[config.mk]
export PLATFORM = sky130hd
export DESIGN_NAME = apb_mem_slave_flat
export DESIGN_NICKNAME = d
export VERILOG_FILES = /design/src/rtl/apb_mem_pkg.sv /design/src/rtl/apb_mem_if.sv /design/src/rtl/apb_mem_array.sv /design/src/rtl/apb_mem_slave.sv /design/src/flat_wrapper.sv
export SDC_FILE = /design/constraint.sdc
export NUM_CORES = 2
export LEC_CHECK = 0
export CORE_MARGIN = 2
export CORE_UTILIZATION = 50
export DETAILED_ROUTE_END_ITERATION = 6
export GPL_ROUTABILITY_DRIVEN = 0
export HOLD_SLACK_MARGIN = 0.08
export PLACE_DENSITY = 0.78
export SLEW_MARGIN = 20
export SYNTH_ARGS = -nofsm -noshare
export SYNTH_HDL_FRONTEND = slang
export SYNTH_SLANG_ARGS = --single-unit
[constraint.sdc]
create_clock -name clk -period 5.2 [get_ports clk]
set_input_delay 1.04 -clock clk [delete_from_list [all_inputs] [get_ports clk]]
set_output_delay 1.04 -clock clk [all_outputs]
set_load 0.02 [all_outputs]
[src/rtl/apb_mem_pkg.sv]
// Shared types and constants for the APB memory completer.
// The APB_SLV_PSTRB_EN macro enables byte-strobe writes in the interface and top level.
package apb_mem_pkg;

   typedef enum logic [1:0] {
      IDLE,
      WAIT,
      READY
   } state_e;

   localparam int unsigned CNT_W = 4;

   function automatic int unsigned strb_w(input int unsigned data_w);
      return data_w / 8;
   endfunction

endpackage

[src/rtl/apb_mem_if.sv]
// APB bus bundle between the bridge decoder (master) and one memory completer (slave).
// PSTRB exists only when APB_SLV_PSTRB_EN is defined.
interface apb_mem_if
   import apb_mem_pkg::*;
#(
   parameter int unsigned DATA_W = 32,
   parameter int unsigned ADDR_W = 8
) ();

   logic                        PSEL;
   logic                        PENABLE;
   logic                        PWRITE;
   logic [ADDR_W-1:0]           PADDR;
   logic [DATA_W-1:0]           PWDATA;
`ifdef APB_SLV_PSTRB_EN
   logic [strb_w(DATA_W)-1:0]   PSTRB;
`endif
   logic [DATA_W-1:0]           PRDATA;
   logic                        PREADY;
   logic                        PSLVERR;

   modport master (
      output PSEL, PENABLE, PWRITE, PADDR, PWDATA,
`ifdef APB_SLV_PSTRB_EN
             PSTRB,
`endif
      input  PRDATA, PREADY, PSLVERR
   );

   modport slave (
      input  PSEL, PENABLE, PWRITE, PADDR, PWDATA,
`ifdef APB_SLV_PSTRB_EN
             PSTRB,
`endif
      output PRDATA, PREADY, PSLVERR
   );

endinterface

[src/rtl/apb_mem_array.sv]
// DEPTH x DATA_W register-file storage: asynchronous read, byte-enabled synchronous write.
// Contents are never reset.
module apb_mem_array
   import apb_mem_pkg::*;
#(
   parameter int unsigned DATA_W = 32,
   parameter int unsigned DEPTH  = 64,
   parameter int unsigned IDX_W  = 6
) (
   input  logic                      clk,
   input  logic                      i_we,
   input  logic [IDX_W-1:0]          i_addr,
   input  logic [strb_w(DATA_W)-1:0] i_be,
   input  logic [DATA_W-1:0]         i_wdata,
   output logic [DATA_W-1:0]         o_rdata
);

   localparam int unsigned STRB_W = strb_w(DATA_W);

   logic [DATA_W-1:0] r_mem [DEPTH];

   assign o_rdata = r_mem[i_addr];

   always_ff @(posedge clk) begin
      if (i_we) begin
         for (int unsigned b = 0; b < STRB_W; b++) begin
            if (i_be[b]) r_mem[i_addr][b*8 +: 8] <= i_wdata[b*8 +: 8];
         end
      end
   end

endmodule

[src/rtl/apb_mem_slave.sv]
// APB completer with register-file storage, WAIT_STATES wait cycles and out-of-range errors.
// Define APB_SLV_PSTRB_EN for byte-strobe writes and strobe-qualified read errors.
module apb_mem_slave
   import apb_mem_pkg::*;
#(
   parameter int unsigned DATA_W      = 32,
   parameter int unsigned ADDR_W      = 8,
   parameter int unsigned DEPTH       = 64,
   parameter int unsigned WAIT_STATES = 0
) (
   input  logic      clk,
   input  logic      reset,
   apb_mem_if.slave  s_apb
);

   localparam int unsigned       STRB_W  = strb_w(DATA_W);
   localparam int unsigned       IDX_W   = (DEPTH > 1) ? $clog2(DEPTH) : 1;
   localparam logic [CNT_W-1:0]  WS      = CNT_W'(WAIT_STATES);
   localparam logic [ADDR_W:0]   DEPTH_L = (ADDR_W + 1)'(DEPTH);

   state_e             r_state;
   logic [CNT_W-1:0]   r_cnt;
   logic               r_pready;
   logic               r_pslverr;
   logic [DATA_W-1:0]  r_prdata;

   logic               w_setup;
   logic               w_in_range;
   logic               w_err;
   logic               w_enter_ready;
   logic               w_we;
   logic [STRB_W-1:0]  w_be;
   logic [IDX_W-1:0]   w_idx;
   logic [DATA_W-1:0]  w_rdata;

   assign w_setup    = s_apb.PSEL && !s_apb.PENABLE;
   assign w_in_range = {1'b0, s_apb.PADDR} < DEPTH_L;
   assign w_idx      = s_apb.PADDR[IDX_W-1:0];

`ifdef APB_SLV_PSTRB_EN
   assign w_be  = s_apb.PSTRB;
   assign w_err = !w_in_range || (!s_apb.PWRITE && (s_apb.PSTRB != '0));
`else
   assign w_be  = '1;
   assign w_err = !w_in_range;
`endif

   // Completion is decided one edge early so PREADY/PSLVERR/PRDATA can all be registered.
   assign w_enter_ready = ((r_state == IDLE) && w_setup && (WS == '0)) ||
                          ((r_state == WAIT) && s_apb.PSEL && (r_cnt == CNT_W'(1)));

   // Error transfers carry PSLVERR through READY, which also blocks the write.
   assign w_we = reset && (r_state == READY) && s_apb.PSEL && s_apb.PENABLE &&
                 s_apb.PWRITE && !r_pslverr;

   always_ff @(posedge clk) begin
      if (!reset) begin
         r_state   <= IDLE;
         r_cnt     <= '0;
         r_pready  <= 1'b0;
         r_pslverr <= 1'b0;
         r_prdata  <= '0;
      end else begin
         case (r_state)
            IDLE: begin
               if (w_setup) begin
                  r_cnt   <= WS;
                  r_state <= (WS == '0) ? READY : WAIT;
               end
            end
            WAIT: begin
               if (!s_apb.PSEL) begin
                  r_cnt   <= '0;
                  r_state <= IDLE;
               end else begin
                  r_cnt <= r_cnt - 1'b1;
                  if (r_cnt == CNT_W'(1)) r_state <= READY;
               end
            end
            READY:   r_state <= IDLE;
            default: r_state <= IDLE;
         endcase

         r_pready  <= w_enter_ready;
         r_pslverr <= w_enter_ready && w_err;
         if (w_enter_ready) begin
            if (w_err)              r_prdata <= '0;
            else if (!s_apb.PWRITE) r_prdata <= w_rdata;
         end
      end
   end

   apb_mem_array #(
      .DATA_W (DATA_W),
      .DEPTH  (DEPTH),
      .IDX_W  (IDX_W)
   ) u_array (
      .clk     (clk),
      .i_we    (w_we),
      .i_addr  (w_idx),
      .i_be    (w_be),
      .i_wdata (s_apb.PWDATA),
      .o_rdata (w_rdata)
   );

   assign s_apb.PREADY  = r_pready;
   assign s_apb.PSLVERR = r_pslverr;
   assign s_apb.PRDATA  = r_prdata;

endmodule

[src/flat_wrapper.sv]
// flat-port wrapper written by rule: the top's interface ports become plain ports
module apb_mem_slave_flat import apb_mem_pkg::*;
#(
   parameter int unsigned DATA_W      = 32,
   parameter int unsigned ADDR_W      = 8,
   parameter int unsigned DEPTH       = 64,
   parameter int unsigned WAIT_STATES = 0
)
  (clk, reset, s_apb_PSEL, s_apb_PENABLE, s_apb_PWRITE, s_apb_PADDR, s_apb_PWDATA, s_apb_PRDATA, s_apb_PREADY, s_apb_PSLVERR);
  apb_mem_if #(.DATA_W(DATA_W), .ADDR_W(ADDR_W)) s_apb_i ();
  input  logic clk;
  input  logic reset;
  input wire logic [$bits(s_apb_i.PSEL)-1:0] s_apb_PSEL;
  input wire logic [$bits(s_apb_i.PENABLE)-1:0] s_apb_PENABLE;
  input wire logic [$bits(s_apb_i.PWRITE)-1:0] s_apb_PWRITE;
  input wire logic [$bits(s_apb_i.PADDR)-1:0] s_apb_PADDR;
  input wire logic [$bits(s_apb_i.PWDATA)-1:0] s_apb_PWDATA;
  output wire logic [$bits(s_apb_i.PRDATA)-1:0] s_apb_PRDATA;
  output wire logic [$bits(s_apb_i.PREADY)-1:0] s_apb_PREADY;
  output wire logic [$bits(s_apb_i.PSLVERR)-1:0] s_apb_PSLVERR;
  assign s_apb_i.PSEL = s_apb_PSEL;
  assign s_apb_i.PENABLE = s_apb_PENABLE;
  assign s_apb_i.PWRITE = s_apb_PWRITE;
  assign s_apb_i.PADDR = s_apb_PADDR;
  assign s_apb_i.PWDATA = s_apb_PWDATA;
  assign s_apb_PRDATA = s_apb_i.PRDATA;
  assign s_apb_PREADY = s_apb_i.PREADY;
  assign s_apb_PSLVERR = s_apb_i.PSLVERR;
  apb_mem_slave #(.DATA_W(DATA_W), .ADDR_W(ADDR_W), .DEPTH(DEPTH), .WAIT_STATES(WAIT_STATES)) u_core (.clk(clk), .reset(reset), .s_apb(s_apb_i));
endmodule
==> results.tsv <==
metric	value	unit
mappedNetlistNets	4397	
fp.dieArea	0.161	sq mm
dr.first_iter.drc_count	8977	
worst_setup_path_end_kind	register	
multi_input_comb_area	0.0155	sq mm
ff2ff_path_depth	7	
yosys_register_bits	2083	
clock.fmax	242	MHz
worst-slew-pin-transition	1.15	ns
cp.arrival	4.83	ns
synth_most_common_cell	sky130_fd_sc_hd__edfxtp_1	
layout-drive-gt1-share	16.1	%
hpwlAfterDp	127000	microns
layout_setup_ws	1.06	ns
peakVddDrop	0.264	mV
synth_commonest_cells	2,048 x sky130_fd_sc_hd__edfxtp_1, 510 x sky130_fd_sc_hd__a22oi_1, 244 x sky130_fd_sc_hd__o22ai_1	
detail_route.drc_violations	80	
min_path_type	reg2reg	
yosys_warnings	0	
num-nets-final	4524	
hold_ws	0.493	ns
synth_top_cell_area_share	78.1	%
fin_crit_sh	79.5	%
post_drt_wl_per_cell	32.4	microns
first_pass_iters	7	
synthArstFlopShare	0	%
report.final.slew_viol_count	0	
mean_post_synth_cell_area	18.1	sq um
routed_wirelength	217000	microns
synth_seq_area_share	79.0	%
chipWidth	401	microns
holdPathStages	1	
via_count	46400	
power.static_leakage	27.2	nW
grt_max_degree	124	
area_taken_by_flip_flops_and_latches	0.0622	sq mm
yosys.area.top_type	sky130_fd_sc_hd__edfxtp_1	
postRouteAntennaNets	0	
worstPathMaxFanout	17	
finalHoldViolations	0	
clkSinkCount	2083	
worst_skew_pair.late_latency	0.83	ns
clockRootBuffer	sky130_fd_sc_hd__clkbuf_16	
failing_checks	DRC	
critical_path_class	in2reg	
cts_inserted_buffers	185	
clk_path_buf_depth	3	
cts.repair.resized	0	
synth_area	0.0787	sq mm
critPathLaunchType	input port	
synth_flop_cell	sky130_fd_sc_hd__edfxtp_1	
synth_cell_type_count	64	
outcome	complete, but fails checks	
timing.critical_path.cells	clkdlybuf4s50_1, and3b_1, nand2b_1, buf_4, buf_12, o22ai_1, nor3_1, o211a_1, a21oi_1	
grt_setup_unrepaired	no	
grt_first_pass_wirelength	311000	microns
dpl_worst_slack	0.655	ns
synth_edf_count	2048	
finClkSkew	0.0249	ns
p_per_area	377	mW/mm^2
overflow	0	
core-area	0.156	sq mm
area.growth.synth_to_final	13.0	%
die_height	401	microns
critical_path.slowest_cell	sky130_fd_sc_hd__clkdlybuf4s50_1	
yosys-top-cells-area	sky130_fd_sc_hd__edfxtp_1 78%, sky130_fd_sc_hd__a22oi_1 4.9%, sky130_fd_sc_hd__a221oi_1 2.1%, sky130_fd_sc_hd__o22ai_1 1.9%, sky130_fd_sc_hd__mux4_2 1.7%	
io-pin-count	79	
core.rowCount	145	
grt_usage	26.4	%
finalSetupTns	0	ns
clk_pin_slew	0.07	ns
cap_violations	0	
slew_margin_rel	23.1	%
max_incr_delay_on_cp	0.93	ns
timing.critical_path.required	5.89	ns
avgViaCountPerCell	6.93	
port_buffers	78	
syn-instance-count	4352	
tritoncts_clock_tree	built	
post_cts_buffers	0	
finalSetupViolCount	0	
fillerInstances	10800	
grt_pass1_vias	44200	
antenna_found_initial	12	
fin_crit	4.14	ns
initial_core_util	50.4	%
post_cts_hold_buffer_count	0	
h-tree-depth	4	
## routing by layer
metal | share of wire, % | global-route usage, %
met1 | 35 | 35.9
met2 | 45 | 40.0
met3 | 16 | 8.88
met4 | 3.9 | 9.60
met5 | 0.030 | 0
## through the flow
stage	power, mW	instances	area (sq um)	utilization (%)
final	33.6	6690	88900	56.9
after global routing	34.3	6688	88900	56.9
after CTS	33.6	6686	88900	56.9
after detailed placement	20.4	6350	83000	53.1
after global placement	20.3	6349	82900	53.1
after floorplan	19.6	4352	78700	-
## critical path, delay by kind of cell
family | cells | cell delay (ns)
AND/OR/NAND/NOR | 3 | 1.80
buffers and inverters | 3 | 1.38
AO/OA/AOI/OAI | 3 | 0.58
## flip-flops by register name (all words and copies together) (netlist names)
name and flops:
u_core.s_apb.PRDATA 32, u_core.r_state 1, u_core.u_array.r_mem 2048, u_core.s_apb.PREADY 1, u_core.s_apb.PSLVERR 1
## cell families after synthesis
family	share of synthesized area, %
buf+inv	2.03
simple gates	2.25
flops	79.0
compound gates	11.9
mux	4.79
## path summary, 6_finish.rpt
| path | start | slack (ns) | to |
|---|---|---|---|
| worst max-delay path | s_apb_PADDR[4] | 1.06 | u_core.s_apb.PRDATA[8] |
| worst max register to register | u_core.r_state[1] | 2.00 | u_core.s_apb.PRDATA[0] |
| worst min register to register | u_core.r_state[1] | 0.49 | u_core.s_apb.PREADY |
| worst min-delay path | u_core.r_state[1] | 0.49 | u_core.s_apb.PREADY |
## cell type report
cell class | instances | share of cell area, %
inverters | 8 | 0.0366
clock buffers | 237 | 5.63
well taps | 2058 | 2.90
flip-flops and latches | 2083 | 69.9
repair buffers | 270 | 3.02
diodes | 4 | 0.0113
clock inverters | 99 | 1.04
multi-input cells | 1931 | 17.4
## power breakdown
part,switching [mW],internal [mW]
registers,0.00680,18.4
logic,1.19,0.449
clock network,5.90,7.58
## cell usage in the layout (no fill, tap or decap), types with 15 or more instances in the layout
master,instances
sky130_fd_sc_hd__o21ai_0,51
sky130_fd_sc_hd__mux2_2,107
sky130_fd_sc_hd__buf_4,160
sky130_fd_sc_hd__clkbuf_1,38
sky130_fd_sc_hd__bufinv_16,16
sky130_fd_sc_hd__nor4_1,31
sky130_fd_sc_hd__a221oi_1,192
sky130_fd_sc_hd__mux4_2,60
sky130_fd_sc_hd__o22ai_1,244
sky130_fd_sc_hd__clkdlybuf4s50_1,43
sky130_fd_sc_hd__mux2i_1,121
sky130_fd_sc_hd__clkinv_2,29
sky130_fd_sc_hd__dfxtp_1,35
sky130_fd_sc_hd__nor2_1,54
sky130_fd_sc_hd__buf_12,46
sky130_fd_sc_hd__nand2_1,99
sky130_fd_sc_hd__a22o_1,68
sky130_fd_sc_hd__a22oi_1,510
sky130_fd_sc_hd__a221o_1,15
sky130_fd_sc_hd__nor3_1,71
sky130_fd_sc_hd__clkinv_1,39
sky130_fd_sc_hd__nor2_4,66
sky130_fd_sc_hd__edfxtp_1,2048
sky130_fd_sc_hd__a31oi_1,18
sky130_fd_sc_hd__a21oi_1,60
sky130_fd_sc_hd__buf_2,18
sky130_fd_sc_hd__clkbuf_16,189
sky130_fd_sc_hd__o221ai_1,26
Power figures use the tool's default switching activity.
